## src/rtl/fpu_sched_pkg.sv

```systemverilog
// rtl/fpu_sched_pkg.sv - shared types, process codes and helpers for the FPU scheduler
package fpu_sched_pkg;

    typedef enum logic [2:0] {
        IDLE,
        SEND_A,
        SEND_B,
        WAIT_Z,
        ACK_Z,
        RESP
    } state_t;

    localparam logic [1:0] PROC_BIN_S = 2'b00;
    localparam logic [1:0] PROC_UN_S  = 2'b01;
    localparam logic [1:0] PROC_BIN_D = 2'b10;
    localparam logic [1:0] PROC_UN_D  = 2'b11;

    function automatic logic is_unary(input logic [1:0] op);
        return (op == PROC_UN_S) || (op == PROC_UN_D);
    endfunction

    function automatic logic is_double(input logic [1:0] op);
        return !((op == PROC_BIN_S) || (op == PROC_UN_S));
    endfunction

endpackage

```

## src/rtl/fpu_sched_rr_arb.sv

```systemverilog
// rtl/fpu_sched_rr_arb.sv - combinational round-robin picker searching from ptr+1 with wrap
module fpu_sched_rr_arb #(
    parameter int NUM_REQ = 4,
    parameter int ID_W    = 2
) (
    input  logic [NUM_REQ-1:0] req,
    input  logic [ID_W-1:0]    ptr,
    output logic [NUM_REQ-1:0] grant,
    output logic [ID_W-1:0]    idx,
    output logic               any
);

    always_comb begin
        grant = '0;
        idx   = '0;
        any   = 1'b0;
        // k = NUM_REQ lands back on ptr itself, so the last winner is considered last
        for (int k = 1; k <= NUM_REQ; k++) begin
            if (!any && req[(int'(ptr) + k) % NUM_REQ]) begin
                any = 1'b1;
                grant[(int'(ptr) + k) % NUM_REQ] = 1'b1;
                idx = ID_W'((int'(ptr) + k) % NUM_REQ);
            end
        end
    end

endmodule

```

## src/rtl/fpu_sched.sv

```systemverilog
// rtl/fpu_sched.sv - round-robin sharing of one stb/ack FPU among NUM_REQ requesters
// Optional watchdog abort compiled in with FPU_SCHED_TIMEOUT_EN.
module fpu_sched
    import fpu_sched_pkg::*;
#(
    parameter int NUM_REQ        = 4,
    parameter int ID_W           = 2,
    parameter int TIMEOUT_CYCLES = 1024
) (
    input  logic                  clk,
    input  logic                  rst,
    input  logic [NUM_REQ-1:0]    req_valid,
    input  logic [2*NUM_REQ-1:0]  req_op,
    input  logic [64*NUM_REQ-1:0] req_a,
    input  logic [64*NUM_REQ-1:0] req_b,
    output logic [NUM_REQ-1:0]    req_ready,
    output logic                  rsp_valid,
    output logic [ID_W-1:0]       rsp_id,
    output logic [63:0]           rsp_data,
    output logic                  rsp_err,
    input  logic                  rsp_ready,
    output logic [1:0]            fpu_process,
    output logic [31:0]           fpu_as,
    output logic [31:0]           fpu_bs,
    output logic [63:0]           fpu_ad,
    output logic [63:0]           fpu_bd,
    output logic                  fpu_a_stb,
    output logic                  fpu_b_stb,
    input  logic                  fpu_a_ack,
    input  logic                  fpu_b_ack,
    input  logic [31:0]           fpu_zs,
    input  logic [63:0]           fpu_zd,
    input  logic                  fpu_z_stb,
    output logic                  fpu_z_ack
);

    state_t               state_q, state_d;
    logic [ID_W-1:0]      ptr_q, ptr_d;
    logic [ID_W-1:0]      id_q, id_d;
    logic [1:0]           op_q, op_d;
    logic [63:0]          a_q, a_d;
    logic [63:0]          b_q, b_d;
    logic [63:0]          data_q, data_d;
    logic                 a_stb_q, a_stb_d;
    logic                 b_stb_q, b_stb_d;
    logic                 z_ack_q, z_ack_d;
    logic                 rsp_valid_q, rsp_valid_d;
    logic [NUM_REQ-1:0]   req_ready_q, req_ready_d;

    logic [NUM_REQ-1:0]   g_onehot;
    logic [ID_W-1:0]      g_idx;
    logic                 g_any;

`ifdef FPU_SCHED_TIMEOUT_EN
    localparam int CNT_W = $clog2(TIMEOUT_CYCLES + 1);
    logic [CNT_W-1:0]     cnt_q, cnt_d;
    logic                 err_q, err_d;
`else
    logic                 unused_cfg;
    assign unused_cfg = (TIMEOUT_CYCLES > 0);
`endif

    fpu_sched_rr_arb #(
        .NUM_REQ (NUM_REQ),
        .ID_W    (ID_W)
    ) u_arb (
        .req   (req_valid),
        .ptr   (ptr_q),
        .grant (g_onehot),
        .idx   (g_idx),
        .any   (g_any)
    );

    always_comb begin
        state_d     = state_q;
        ptr_d       = ptr_q;
        id_d        = id_q;
        op_d        = op_q;
        a_d         = a_q;
        b_d         = b_q;
        data_d      = data_q;
        a_stb_d     = a_stb_q;
        b_stb_d     = b_stb_q;
        z_ack_d     = z_ack_q;
        rsp_valid_d = rsp_valid_q;
        req_ready_d = '0;
`ifdef FPU_SCHED_TIMEOUT_EN
        err_d       = err_q;
        cnt_d       = cnt_q + 1'b1;
`endif
        case (state_q)
            IDLE: begin
                if (g_any) begin
                    req_ready_d = g_onehot;
                    id_d        = g_idx;
                    ptr_d       = g_idx;
                    op_d        = req_op[2*int'(g_idx) +: 2];
                    a_d         = req_a[64*int'(g_idx) +: 64];
                    b_d         = req_b[64*int'(g_idx) +: 64];
                    a_stb_d     = 1'b1;
                    state_d     = SEND_A;
`ifdef FPU_SCHED_TIMEOUT_EN
                    err_d       = 1'b0;
`endif
                end
            end
            SEND_A: begin
                // strobe drops the cycle after ack; leave only once ack has also fallen
                if (a_stb_q) begin
                    if (fpu_a_ack) a_stb_d = 1'b0;
                end else if (!fpu_a_ack) begin
                    if (is_unary(op_q)) begin
                        state_d = WAIT_Z;
                    end else begin
                        b_stb_d = 1'b1;
                        state_d = SEND_B;
                    end
                end
            end
            SEND_B: begin
                if (b_stb_q) begin
                    if (fpu_b_ack) b_stb_d = 1'b0;
                end else if (!fpu_b_ack) begin
                    state_d = WAIT_Z;
                end
            end
            WAIT_Z: begin
                if (fpu_z_stb) begin
                    data_d  = is_double(op_q) ? fpu_zd : {32'b0, fpu_zs};
                    z_ack_d = 1'b1;
                    state_d = ACK_Z;
                end
            end
            ACK_Z: begin
                if (!fpu_z_stb) begin
                    z_ack_d     = 1'b0;
                    rsp_valid_d = 1'b1;
                    state_d     = RESP;
                end
            end
            RESP: begin
                if (rsp_ready) begin
                    rsp_valid_d = 1'b0;
                    state_d     = IDLE;
                end
            end
            default: state_d = IDLE;
        endcase
`ifdef FPU_SCHED_TIMEOUT_EN
        if (state_q inside {SEND_A, SEND_B, WAIT_Z, ACK_Z}) begin
            if (state_d != state_q) begin
                cnt_d = '0;
            end else if (cnt_q == CNT_W'(TIMEOUT_CYCLES - 1)) begin
                a_stb_d     = 1'b0;
                b_stb_d     = 1'b0;
                z_ack_d     = 1'b0;
                data_d      = '0;
                err_d       = 1'b1;
                rsp_valid_d = 1'b1;
                cnt_d       = '0;
                state_d     = RESP;
            end
        end else begin
            cnt_d = '0;
        end
`endif
    end

    always_ff @(posedge clk or posedge rst) begin
        if (rst) begin
            state_q     <= IDLE;
            ptr_q       <= ID_W'(NUM_REQ - 1);
            id_q        <= '0;
            op_q        <= '0;
            a_q         <= '0;
            b_q         <= '0;
            data_q      <= '0;
            a_stb_q     <= 1'b0;
            b_stb_q     <= 1'b0;
            z_ack_q     <= 1'b0;
            rsp_valid_q <= 1'b0;
            req_ready_q <= '0;
`ifdef FPU_SCHED_TIMEOUT_EN
            cnt_q       <= '0;
            err_q       <= 1'b0;
`endif
        end else begin
            state_q     <= state_d;
            ptr_q       <= ptr_d;
            id_q        <= id_d;
            op_q        <= op_d;
            a_q         <= a_d;
            b_q         <= b_d;
            data_q      <= data_d;
            a_stb_q     <= a_stb_d;
            b_stb_q     <= b_stb_d;
            z_ack_q     <= z_ack_d;
            rsp_valid_q <= rsp_valid_d;
            req_ready_q <= req_ready_d;
`ifdef FPU_SCHED_TIMEOUT_EN
            cnt_q       <= cnt_d;
            err_q       <= err_d;
`endif
        end
    end

    assign req_ready   = req_ready_q;
    assign rsp_valid   = rsp_valid_q;
    assign rsp_id      = id_q;
    assign rsp_data    = data_q;
`ifdef FPU_SCHED_TIMEOUT_EN
    assign rsp_err     = err_q;
`else
    assign rsp_err     = 1'b0;
`endif
    assign fpu_process = op_q;
    assign fpu_as      = a_q[31:0];
    assign fpu_ad      = a_q;
    assign fpu_bs      = b_q[31:0];
    assign fpu_bd      = b_q;
    assign fpu_a_stb   = a_stb_q;
    assign fpu_b_stb   = b_stb_q;
    assign fpu_z_ack   = z_ack_q;

endmodule
```

## config.mk

```make
export PLATFORM = sky130hd
export DESIGN_NAME = fpu_sched
export DESIGN_NICKNAME = d
export VERILOG_FILES = /design/src/rtl/fpu_sched_pkg.sv /design/src/rtl/fpu_sched_rr_arb.sv /design/src/rtl/fpu_sched.sv
export SDC_FILE = /design/constraint.sdc
export NUM_CORES = 1
export LEC_CHECK = 0
export ABC_AREA = 1
export CAP_MARGIN = 30
export CORE_AREA = 2 2 347 349
export CTS_CLUSTER_SIZE = 8
export DETAILED_ROUTE_END_ITERATION = 12
export DIE_AREA = 0 0 349 351
export PLACE_DENSITY = 0.37
export SYNTH_ARGS = -nofsm -noshare
export SYNTH_HDL_FRONTEND = slang
export SYNTH_SLANG_ARGS = --single-unit
```

## constraint.sdc

```tcl
create_clock -name clk -period 6.9 [get_ports clk]
set_input_delay 1.035 -clock clk [delete_from_list [all_inputs] [get_ports clk]]
set_output_delay 1.035 -clock clk [all_outputs]
set_load 0.02 [all_outputs]
```

# ---- After elaboration in Yosys (flattened, before gate mapping)
# Cells that the tools add are included.
dict set report totals {
  register_bits 209
  output_inout_bits 269
  wordCells 140
  inputBits 626
}
dict set report classes {
  muxes 61
  n_shift 3
  n_eq_ne 16
  order_cmp 8
  addsub 4
  reduce_logical 29
  bitwise_logic 7
}
# operator n
set ops {}
lappend ops {{256-bit by 9-bit indexed part select with 64-bit output} 2}
lappend ops {{64-bit 2-to-1 mux} 1}
lappend ops {{1-bit 2-to-1 mux} 29}
lappend ops {{3-bit 2-to-1 mux} 8}
lappend ops {{4-bit 2-to-1 mux} 6}
lappend ops {{2-bit != test (second input constant)} 9}
lappend ops {{3-bit one-hot mux with 6 select lines} 1}
lappend ops {{3-bit by 4-bit < comparator with 1-bit output (second input constant)} 4}
lappend ops {{3-bit by 1-bit greater-or-equal comparator with 1-bit output (second input constant)} 4}
lappend ops {{4-bit OR} 3}
lappend ops {{1-bit binary-select mux with 2-bit select} 4}
lappend ops {{1-bit demux with 2-bit select} 4}
lappend ops {{2-bit 2-to-1 mux} 4}
lappend ops {{1-bit one-hot mux with 2 select lines} 4}
lappend ops {{8-bit AND reduction} 1}
lappend ops {{2-bit nonzero test} 4}
lappend ops {{2-bit OR reduction} 4}
lappend ops {{8-bit by 4-bit indexed part select with 2-bit output} 1}
lappend ops {{1-bit logical AND} 7}
lappend ops {{3-bit by 2-bit == test with 1-bit output (second input constant)} 2}
lappend ops {{3-bit == test (second input constant)} 2}
lappend ops {{2-bit AND reduction} 3}
lappend ops {{3-bit AND reduction} 2}
lappend ops {{2-bit by 1-bit adder with 2-bit output (second input constant)} 2}
lappend ops {{10 further kinds} 17}

# ---- Logic depth before layout (Yosys ltp)
# Gate-level depths: netlist of run 1.
dict set report depth {
  word_depth 18
  depth_mapped 18
  ltp_nobuf 15
}

# ---- By module
# From an unflattened synthesis of run 1, not the netlist that was laid out.
dict set report hier_totals {
  cells_unflattened 1991
  hier_area_um2 13304.0
}
# mod area_each_um2 seq_area_each_um2 cells_per_inst instances
set by_module_without_submodules {}
lappend by_module_without_submodules {fpu_sched 12846.1 5232.5 1917 1}
lappend by_module_without_submodules {fpu_sched_rr_arb 457.9 0.0 74 1}

# ---- Worst setup path after synthesis of run 1
# No wires, ideal clock.
dict set report synth_path {
  path_kind {in2reg}
  start {in req_valid[2]}
  end {reg a_q[59], in the netlist fpu_ad[59]}
  setup_time_ps 124
  setup_slack_ps 4422
  t_arrival_ps 2353
  stages 14
  required_time_ps 6776
  n_path_buf 2
  cell_sequence {inv_1 > nand2_1 > nand3_2 > nand2_4 > inv_4 > o21ai_1 > nand2_1 > nand2_4 > nand2_4 > buf_6 > clkbuf_2 > or2_1 > nand3_1 > nand3_1}
}
dict set report synth_via {
  elab_chain_len 14
  elab_cells_between_ends 28
  classes_between {1 x shift; 20 x mux; 7 x reduce/logical}
}
# item line_no
set synth_rtl {}
lappend synth_rtl {{from (decl)} fpu_sched.sv:12} ;# input logic [NUM_REQ-1:0] req_valid,
lappend synth_rtl {{1-bit binary-select mux with 2-bit select} fpu_sched_rr_arb.sv:19} ;# if (!any && req[(int'(ptr) + k) % NUM_REQ]) begin
lappend synth_rtl {{1-bit 2-to-1 mux (not written as such) (2 in a row)} fpu_sched_rr_arb.sv:19}
lappend synth_rtl {{1-bit 2-to-1 mux} fpu_sched_rr_arb.sv:19}
lappend synth_rtl {{1-bit logical NOT} fpu_sched_rr_arb.sv:19}
lappend synth_rtl {{1-bit logical AND} fpu_sched_rr_arb.sv:19}
lappend synth_rtl {{1-bit 2-to-1 mux} fpu_sched_rr_arb.sv:19}
lappend synth_rtl {{1-bit logical NOT} fpu_sched_rr_arb.sv:19}
lappend synth_rtl {{1-bit logical AND} fpu_sched_rr_arb.sv:19}
lappend synth_rtl {{1-bit 2-to-1 mux} fpu_sched_rr_arb.sv:19}
lappend synth_rtl {{1-bit logical NOT} fpu_sched_rr_arb.sv:19}
lappend synth_rtl {{1-bit logical AND} fpu_sched_rr_arb.sv:19}
lappend synth_rtl {{2-bit 2-to-1 mux or 1-bit 2-to-1 mux (tied branches)} fpu_sched_rr_arb.sv:19}
lappend synth_rtl {{256-bit by 9-bit indexed part select with 64-bit output or 2-bit AND reduction (tied branches)} n/a}
lappend synth_rtl {{to (signal assigned)} fpu_sched.sv:175} ;# a_q <= '0;
lappend synth_rtl {{to (signal assigned)} fpu_sched.sv:192} ;# a_q <= a_d;
lappend synth_rtl {{to (decl)} fpu_sched.sv:41} ;# logic [63:0] a_q, a_d;
# Several ways; a longest one is shown, not always the timed one. The select of a mux whose other input is x is not followed.
# A chain may end at the register's enable or synchronous reset.

# ---- Worst setup path after layout of run 1
dict set report layout_path {
  start {reg ptr_q[1]}
  end {reg b_q[32], in the netlist fpu_bd[32]}
}
dict set report layout_via {
  elab_chain_len 15
  elab_cells_between_ends 32
  classes_between {4 x add/sub; 1 x shift; 20 x mux; 7 x reduce/logical}
}
# item line_no
set layout_rtl {}
lappend layout_rtl {{from (decl)} fpu_sched.sv:38} ;# logic [ID_W-1:0] ptr_q, ptr_d;
lappend layout_rtl {{from (signal assigned)} fpu_sched.sv:172} ;# ptr_q <= ID_W'(NUM_REQ - 1);
lappend layout_rtl {{from (signal assigned)} fpu_sched.sv:189} ;# ptr_q <= ptr_d;
lappend layout_rtl {{2-bit by 1-bit adder with 2-bit output} {fpu_sched_rr_arb.sv:19, fpu_sched_rr_arb.sv:22}}
lappend layout_rtl {{1-bit binary-select mux with 2-bit select} fpu_sched_rr_arb.sv:19}
lappend layout_rtl {{1-bit 2-to-1 mux (not written as such) (2 in a row)} fpu_sched_rr_arb.sv:19}
lappend layout_rtl {{1-bit 2-to-1 mux} fpu_sched_rr_arb.sv:19}
lappend layout_rtl {{1-bit logical NOT} fpu_sched_rr_arb.sv:19}
lappend layout_rtl {{1-bit logical AND} fpu_sched_rr_arb.sv:19}
lappend layout_rtl {{1-bit 2-to-1 mux} fpu_sched_rr_arb.sv:19}
lappend layout_rtl {{1-bit logical NOT} fpu_sched_rr_arb.sv:19}
lappend layout_rtl {{1-bit logical AND} fpu_sched_rr_arb.sv:19}
lappend layout_rtl {{1-bit 2-to-1 mux} fpu_sched_rr_arb.sv:19}
lappend layout_rtl {{1-bit logical NOT} fpu_sched_rr_arb.sv:19}
lappend layout_rtl {{1-bit logical AND} fpu_sched_rr_arb.sv:19}
lappend layout_rtl {{2-bit 2-to-1 mux or 1-bit 2-to-1 mux (tied branches)} fpu_sched_rr_arb.sv:19}
lappend layout_rtl {{256-bit by 9-bit indexed part select with 64-bit output or 2-bit AND reduction (tied branches)} n/a}
lappend layout_rtl {{to (signal assigned)} fpu_sched.sv:176} ;# b_q <= '0;
lappend layout_rtl {{to (signal assigned)} fpu_sched.sv:193} ;# b_q <= b_d;
lappend layout_rtl {{to (decl)} fpu_sched.sv:42} ;# logic [63:0] b_q, b_d;
# Several ways; a longest one is shown, not always the timed one. The select of a mux whose other input is x is not followed.

==> results of run 1 <==
[worst register-to-register path: cells and delay by family (launching register included)]
kind / cells / cell delay (ns)
flip-flops: 1 / 0.64
buffers and inverters: 3 / 0.91
AND/OR/NAND/NOR: 8 / 1.87
AO/OA/AOI/OAI: 1 / 0.15
adder cells (fa/ha/maj): 1 / 0.42
[metrics by stage]
stage | total power [mW] | hold slack [ns] | utilization | setup WS, ns | cell area (um^2)
finish | 14.1 | 0.474 | 0.220 | 2.79 | 26200
global placement | 12.6 | 0.462 | 0.211 | 2.33 | 25100
detailed placement | 12.7 | 0.464 | 0.211 | 2.32 | 25100
floorplan | 8.83 | 0.519 | - | 0.159 | 15100
CTS | 14.5 | 0.477 | 0.220 | 2.76 | 26200
global route | 15.5 | 0.488 | 0.220 | 2.43 | 26200
[report_power, final]
group / internal (mW) / switching (mW) / total, mW
Clock: 1.01 / 0.711 / 1.72
Combinational: 3.66 / 6.31 / 9.97
Sequential: 1.86 / 0.509 / 2.37
[synthesized netlist by cell type (7+ instances only)]
| cell type | number |
|---|---|
| nand2_1 | 766 |
| nand3_1 | 506 |
| or2_2 | 50 |
| clkbuf_1 | 63 |
| inv_1 | 453 |
| o21ai_0 | 79 |
| nor2_1 | 11 |
| buf_1 | 7 |
| or2_1 | 19 |
| or2_0 | 57 |
| buf_4 | 73 |
| buf_2 | 59 |
| dfrtp_1 | 207 |
| ha_1 | 8 |
[final cells by class]
class | count | area, um^2
Fill cell | 13500 | 92800
Timing Repair Buffer | 920 | 9270
Multi-Input combinational cell | 1525 | 7000
Sequential cell | 209 | 5230
Tap cell | 1548 | 1940
Inverter | 457 | 1730
Clock buffer | 51 | 976
Clock inverter | 3 | 58.8
Antenna cell | 3 | 7.51
[layer usage]
| layer | up-vias | routed length [um] |
|---|---|---|
| li1 | 8698 | - |
| met1 | 7900 | 33200 |
| met2 | 533 | 44500 |
| met3 | 95 | 7100 |
| met4 | 14 | 1860 |
| met5 | - | 90 |
[state kept, by name, indices dropped and copies added, names as in the netlist]
register,cells
ptr_q,2
fpu_b_stb,1
fpu_bd,64
rsp_id,2
state_q,3
rsp_valid,1
req_ready,4
fpu_process,2
fpu_a_stb,1
fpu_z_ack,1
fpu_ad,64
rsp_data,64
[cell families (layout without fill, tap and decap cells)]
| family | after synthesis | in the layout |
|---|---|---|
| simple gates | 1426 | 1426 |
| buf+inv | 665 | 1431 |
| flops | 209 | 209 |
| compound gates | 90 | 90 |
| fa+ha+maj | 8 | 8 |
| other cells | 1 | 4 |
[how the worst max path moves through the flow]
| stage | depth (start not counted) | start | slack, ns | end |
|---|---|---|---|---|
| 2_1_floorplan | 1 | rst | 0.16 | fpu_a_stb |
| 3_3_place_gp | 14 | req_valid[2] | 2.33 | fpu_bd[35] |
| 3_5_place_dp | 14 | req_valid[2] | 2.32 | fpu_ad[25] |
| 4_1_cts | 13 | ptr_q[1] | 2.76 | fpu_bd[32] |
| 5_1_grt | 13 | ptr_q[1] | 2.43 | fpu_bd[32] |
| 6_report | 13 | ptr_q[1] | 2.79 | fpu_bd[32] |
==> results_dict.tcl, run 1 <==
set metrics [dict create \
    ys_seq_elements 209 \
    cpMaxStageDelayCell "dfstp_2" \
    chipHeight_um 351 \
    clock_tree.buffer_depth 3 \
    grt_use_total 0.135 \
    synth_warnings 0 \
    synth_top_family_by_area "simple AND/OR/NAND/NOR gates" \
    syn_inst 2399 \
    ios 895 \
    cp-start-kind "flop" \
    grt_pass1_vias 17300 \
    worstPathCellList "inv_1 -> ha_1 -> inv_1 -> nand3_1 -> nand2_1 -> a21oi_1 -> nand2_1 -> nand2_4 -> nand2_8 -> buf_12 -> or2_2 -> nand3_1 -> nand3_1" \
    slowest_delay_ns 0.64 \
    final_common_cell "clkdlybuf4s50_1" \
    max_freq_mhz 243 \
    syn_to_final_growth_pct 73.8 \
    cts_resized 0 \
    post-cts-setup-buffer-count 0 \
    gp_congestion 0.797 \
    rsz0062_at_grt "false" \
    die_w_um 349 \
    cp.required_ns 7.34 \
    path_clk_slew_ns 0.06 \
    min_from "fpu_ad[54]" \
    r2r-end "fpu_bd[32]" \
    synth-simple-area-share 0.423 \
    min_path_cells 2 \
    p_leak_nw 12.7 \
    grt_max_degree 105 \
    gr-usage-met3 0.0475 \
    vias 17200 \
    synth-async-reset-ratio 1.00 \
    layoutNonFillerInstCount 4716 \
    synth_compound_area_frac 0.0317 \
    busiest_layer "met2" \
    drv_slew 0 \
    synthXorXnorAreaFrac 0 \
    crit_buf_inv 3 \
    critical_path.endpoint_type "flop" \
    criticalPathCategory "flop to flop" \
    synth.net_count 3033 \
    grt_pass1_wl_mm 122 \
    core_area_um2 119000 \
    layout.nets 3781 \
    fin_setup_tns_ns 0 \
    yosys.area.top_type_share 0.343 \
    max_cap_violations 0 \
    synthMuxAreaShare 0 \
    final_layout_size_suffix_gt1_frac 0.0442 \
    crit_top_cell "nand3_1" \
    placed_cells 4657 \
    io_buffers 893 \
    r2r_setup_slack_ns 2.79 \
    clock-skew-final_ns 0.0328 \
    min_to "fpu_ad[54]" \
    final_cell_mix "893 x clkdlybuf4s50_1, 766 x nand2_1, 506 x nand3_1, 452 x inv_1, 206 x dfrtp_1" \
    viasPerCell 3.66 \
    regToRegStartpoint "ptr_q[1]" \
    finalSetupViolCount 0 \
    ys.flop_type "dfrtp_1" \
    arrival_ns 4.55 \
    synth_edf_count 0 \
    wirelength_mm 86.7 \
    wl_per_cell_um 18.4 \
    dpl.hpwl_mm 66.4 \
    min_period_ns 4.11 \
    grt_util_met1 0.150 \
    antenna_left 0 \
    drt-initial-drc-count 737 \
    drc_errors 0 \
    grtUsageMet2 0.244 \
    tritoncts "built" \
    clk_latency_ns 0.58 \
    cts.hold.buffers_added 0 \
    grt_antenna_before_repair 16 \
    p_per_area_nw_per_um2 536 \
    cts-buffers-inserted 34 \
    crit_family "simple AND/OR/NAND/NOR gates" \
    cts_max_level 2 \
    synth_largest_area_cell "dfrtp_1" \
    cts.sinks 209 \
    ys_top_cells_by_area "dfrtp_1 34%, nand2_1 19%, nand3_1 17%, inv_1 11%, buf_4 3.6%" \
    synth.distinct_cells 36 \
    synth_area_um2 15100 \
    ys_seq_area_frac 0.347 \
    vdd_ir_drop_max_mv 0.413 \
    hold_viol_final 0 \
    r2r_cells 13 \
    outcome "finished clean" \
    num_rows 127 \
    fin_crit_sh 0.595 \
    path_max_fanout 92 \
    initial_core_util 0.127 \
    cts_root_buf "clkbuf_16" \
    synth-adder-area-share 0.00664 \
    grt_overflow 0 \
    slew-limit-headroom 0.401 \
    tightest_slew_ns 0.895 \
    syn_area_per_cell_um2 6.29 \
    die-area_um2 122000 \
    dr.pass1.iters 5 \
    hold_class "flop to flop" \
]
No activity file was read; power rests on OpenSTA's default activity.
==> run 2: changes to the inputs <==
--- a/config.mk
+++ b/config.mk
@@ -7,11 +7,11 @@
 export LEC_CHECK = 0
 export ABC_AREA = 1
 export CAP_MARGIN = 30
-export CORE_AREA = 2 2 347 349
+export CORE_AREA = 2 2 348 350
 export CTS_CLUSTER_SIZE = 8
 export DETAILED_ROUTE_END_ITERATION = 12
-export DIE_AREA = 0 0 349 351
-export PLACE_DENSITY = 0.37
+export DIE_AREA = 0 0 350 352
+export PLACE_DENSITY = 0.36
 export SYNTH_ARGS = -nofsm -noshare
 export SYNTH_HDL_FRONTEND = slang
 export SYNTH_SLANG_ARGS = --single-unit
==> constraint.sdc (replaced) <==
create_clock -name clk -period 4.09 [get_ports clk]
set_input_delay 0.6135 -clock clk [delete_from_list [all_inputs] [get_ports clk]]
set_output_delay 0.6135 -clock clk [all_outputs]
set_load 0.02 [all_outputs]
==> run 2 against run 1 <==
  * Sequential power is 69% higher
  * Setup slack got worse by 1.9 ns
  * Non-clock buffer count increased by 5
  * Cell area is 0.72% higher
  * Clock-buffer cell count up 1
  * Clock skew fell by 0.021 ns
  * Critical path depth fell by 2
  * Sequential cell count stayed put
  * Total power increased by 71%
  * Clock power up 63%
==> results_dict.tcl, run 2 (synthesized netlist as in run 1, its figures left out) <==
set metrics [dict create \
    grt_overflow 0 \
    dr.pass1.iters 5 \
    crit_buf_inv 3 \
    clock-skew-final_ns 0.0113 \
    arrival_ns 3.67 \
    cp.required_ns 4.52 \
    max_cap_violations 0 \
    chipHeight_um 352 \
    finalSetupViolCount 0 \
    grt_util_met1 0.144 \
    rsz0062_at_grt "false" \
    cts_max_level 2 \
    drc_errors 0 \
    fin_crit_sh 0.792 \
    initial_core_util 0.126 \
    p_leak_nw 12.7 \
    criticalPathCategory "flop to flop" \
    gp_congestion 0.791 \
    cts-buffers-inserted 34 \
    wl_per_cell_um 17.9 \
    die-area_um2 123000 \
    tritoncts "built" \
    io_buffers 893 \
    seq_area_um2 5230 \
    grtUsageMet2 0.243 \
    busiest_layer "met2" \
    drv_slew 0 \
    path_max_fanout 63 \
    startpoint "ptr_q[0]" \
    viasPerCell 3.62 \
    grt_antenna_before_repair 27 \
    cp-start-kind "flop" \
    cts.sinks 209 \
    final_common_cell "clkdlybuf4s50_1" \
    critical_path.endpoint_type "flop" \
    grt_pass1_vias 17800 \
    syn_to_final_growth_pct 75.1 \
    final_layout_size_suffix_gt1_frac 0.0454 \
    die_w_um 350 \
    final_cell_mix "893 x clkdlybuf4s50_1, 766 x nand2_1, 506 x nand3_1, 452 x inv_1, 206 x dfrtp_1" \
    cts_resized 0 \
    outcome "finished clean" \
    hold_slack_ns 0.477 \
    cts.hold.buffers_added 0 \
    clk_latency_ns 0.56 \
    slowest_delay_ns 0.70 \
    layout.nets 3786 \
    wirelength_mm 85.6 \
    crit_family "simple AND/OR/NAND/NOR gates" \
    final_util 0.221 \
    dpl.hpwl_mm 65.8 \
    antenna_left 0 \
    vdd_ir_drop_max_mv 1.02 \
    post-cts-setup-buffer-count 0 \
    core_area_um2 119000 \
    p_per_area_nw_per_um2 909 \
    slew-limit-headroom 0.360 \
    num_rows 127 \
    grt_use_total 0.134 \
    p_clk_frac 0.117 \
    cts_root_buf "clkbuf_16" \
    tightest_slew_ns 0.960 \
    ios 895 \
    p_sw_frac 0.528 \
    gr-usage-met3 0.0512 \
    p_seq_frac 0.167 \
    p_int_mw 11.3 \
    hold_viol_final 0 \
    p_sw_mw 12.7 \
    combPwrFrac 0.717 \
    fin_setup_tns_ns 0 \
    grt_max_degree 111 \
    path_clk_slew_ns 0.06 \
    clock_tree.buffer_depth 3 \
    hold_class "flop to flop" \
    num-fill-cells 13600 \
    max_freq_mhz 309 \
    worstPathCellList "inv_6 -> ha_1 -> inv_1 -> nand3_1 -> nand2_1 -> nand3_1 -> o21ai_4 -> nor2_4 -> buf_12 -> nand3_1 -> nand3_1" \
    min_period_ns 3.24 \
    min_from "fpu_ad[44]" \
    regToRegStartpoint "ptr_q[0]" \
    grt_pass1_wl_mm 123 \
    multi_input_area_um2 7000 \
    vias 17400 \
    cpMaxStageDelayCell "dfstp_2" \
    drt-initial-drc-count 838 \
    crit_top_cell "nand3_1" \
]
## run 2: cell types whose count changed in the layout (fill, tap and decap cells not counted)
cell,change
buf_12,+9
diode_2,+9
buf_4,-3
clkinv_2,+2
buf_16,-1
bufinv_16,-1
clkbuf_1,+1
clkinvlp_4,+1
inv_16,-1
inv_2,-1
inv_8,-1
## run 2: power groups by stage
stage | logic (mW) | registers [mW] | clock network [mW]
floorplan | 10.0 | 4.90 | 0
global placement | 17.6 | 4.06 | 0
detailed placement | 17.6 | 4.05 | 0
CTS | 17.7 | 4.04 | 2.96
global route | 19.3 | 4.14 | 3.01
finish | 17.2 | 4.00 | 2.80
## run 2: area by class of cell
type                       count  share of cell area
clock inverter                 2            0.000521
multi-input combinational   1525               0.265
antenna                       12             0.00114
sequential                   209               0.198
inverter                     457              0.0654
timing repair buffer         925               0.356
clock buffer                  52              0.0371
tap                         1612              0.0764
## run 2: metal layers
| metal | up-vias | part of all wire |
|---|---|---|
| met5 | - | 0.0018 |
| met4 | 22 | 0.023 |
| met3 | 94 | 0.088 |
| met2 | 556 | 0.51 |
| met1 | 7967 | 0.38 |
| li1 | 8735 | - |
## run 2: worst paths after layout
check,slack [ns],end,cells after the start
setup / recovery,0.85,fpu_ad[24],11
hold reg to reg,0.48,fpu_ad[44],2
setup reg to reg,0.85,fpu_ad[24],11
min in group asynchronous,0.53,fpu_ad[16],3
max in group asynchronous,2.71,fpu_bd[35],3
hold / removal,0.48,fpu_ad[44],2
## run 2: through the flow
step           area [um^2]  worst slack [ns]  total power, mW  instances
2_1_floorplan        15100             0.764             14.9       2399
3_3_place_gp         25400             0.912             21.7       4727
3_5_place_dp         25400             0.871             21.7       4728
4_1_cts              26400             0.926             24.7       4782
5_1_grt              26400             0.651             26.4       4793
6_report             26400             0.850             24.0       4794
## run 2: worst register-to-register path, delay by kind of cell (launching register included)
kind,cells,cell delay [ns]
buffers and inverters,3,0.42
DFF,1,0.70
adders and majority gates,1,0.38
AOI/OAI and AO/OA,1,0.59
and+or+nand+nor,6,1.03
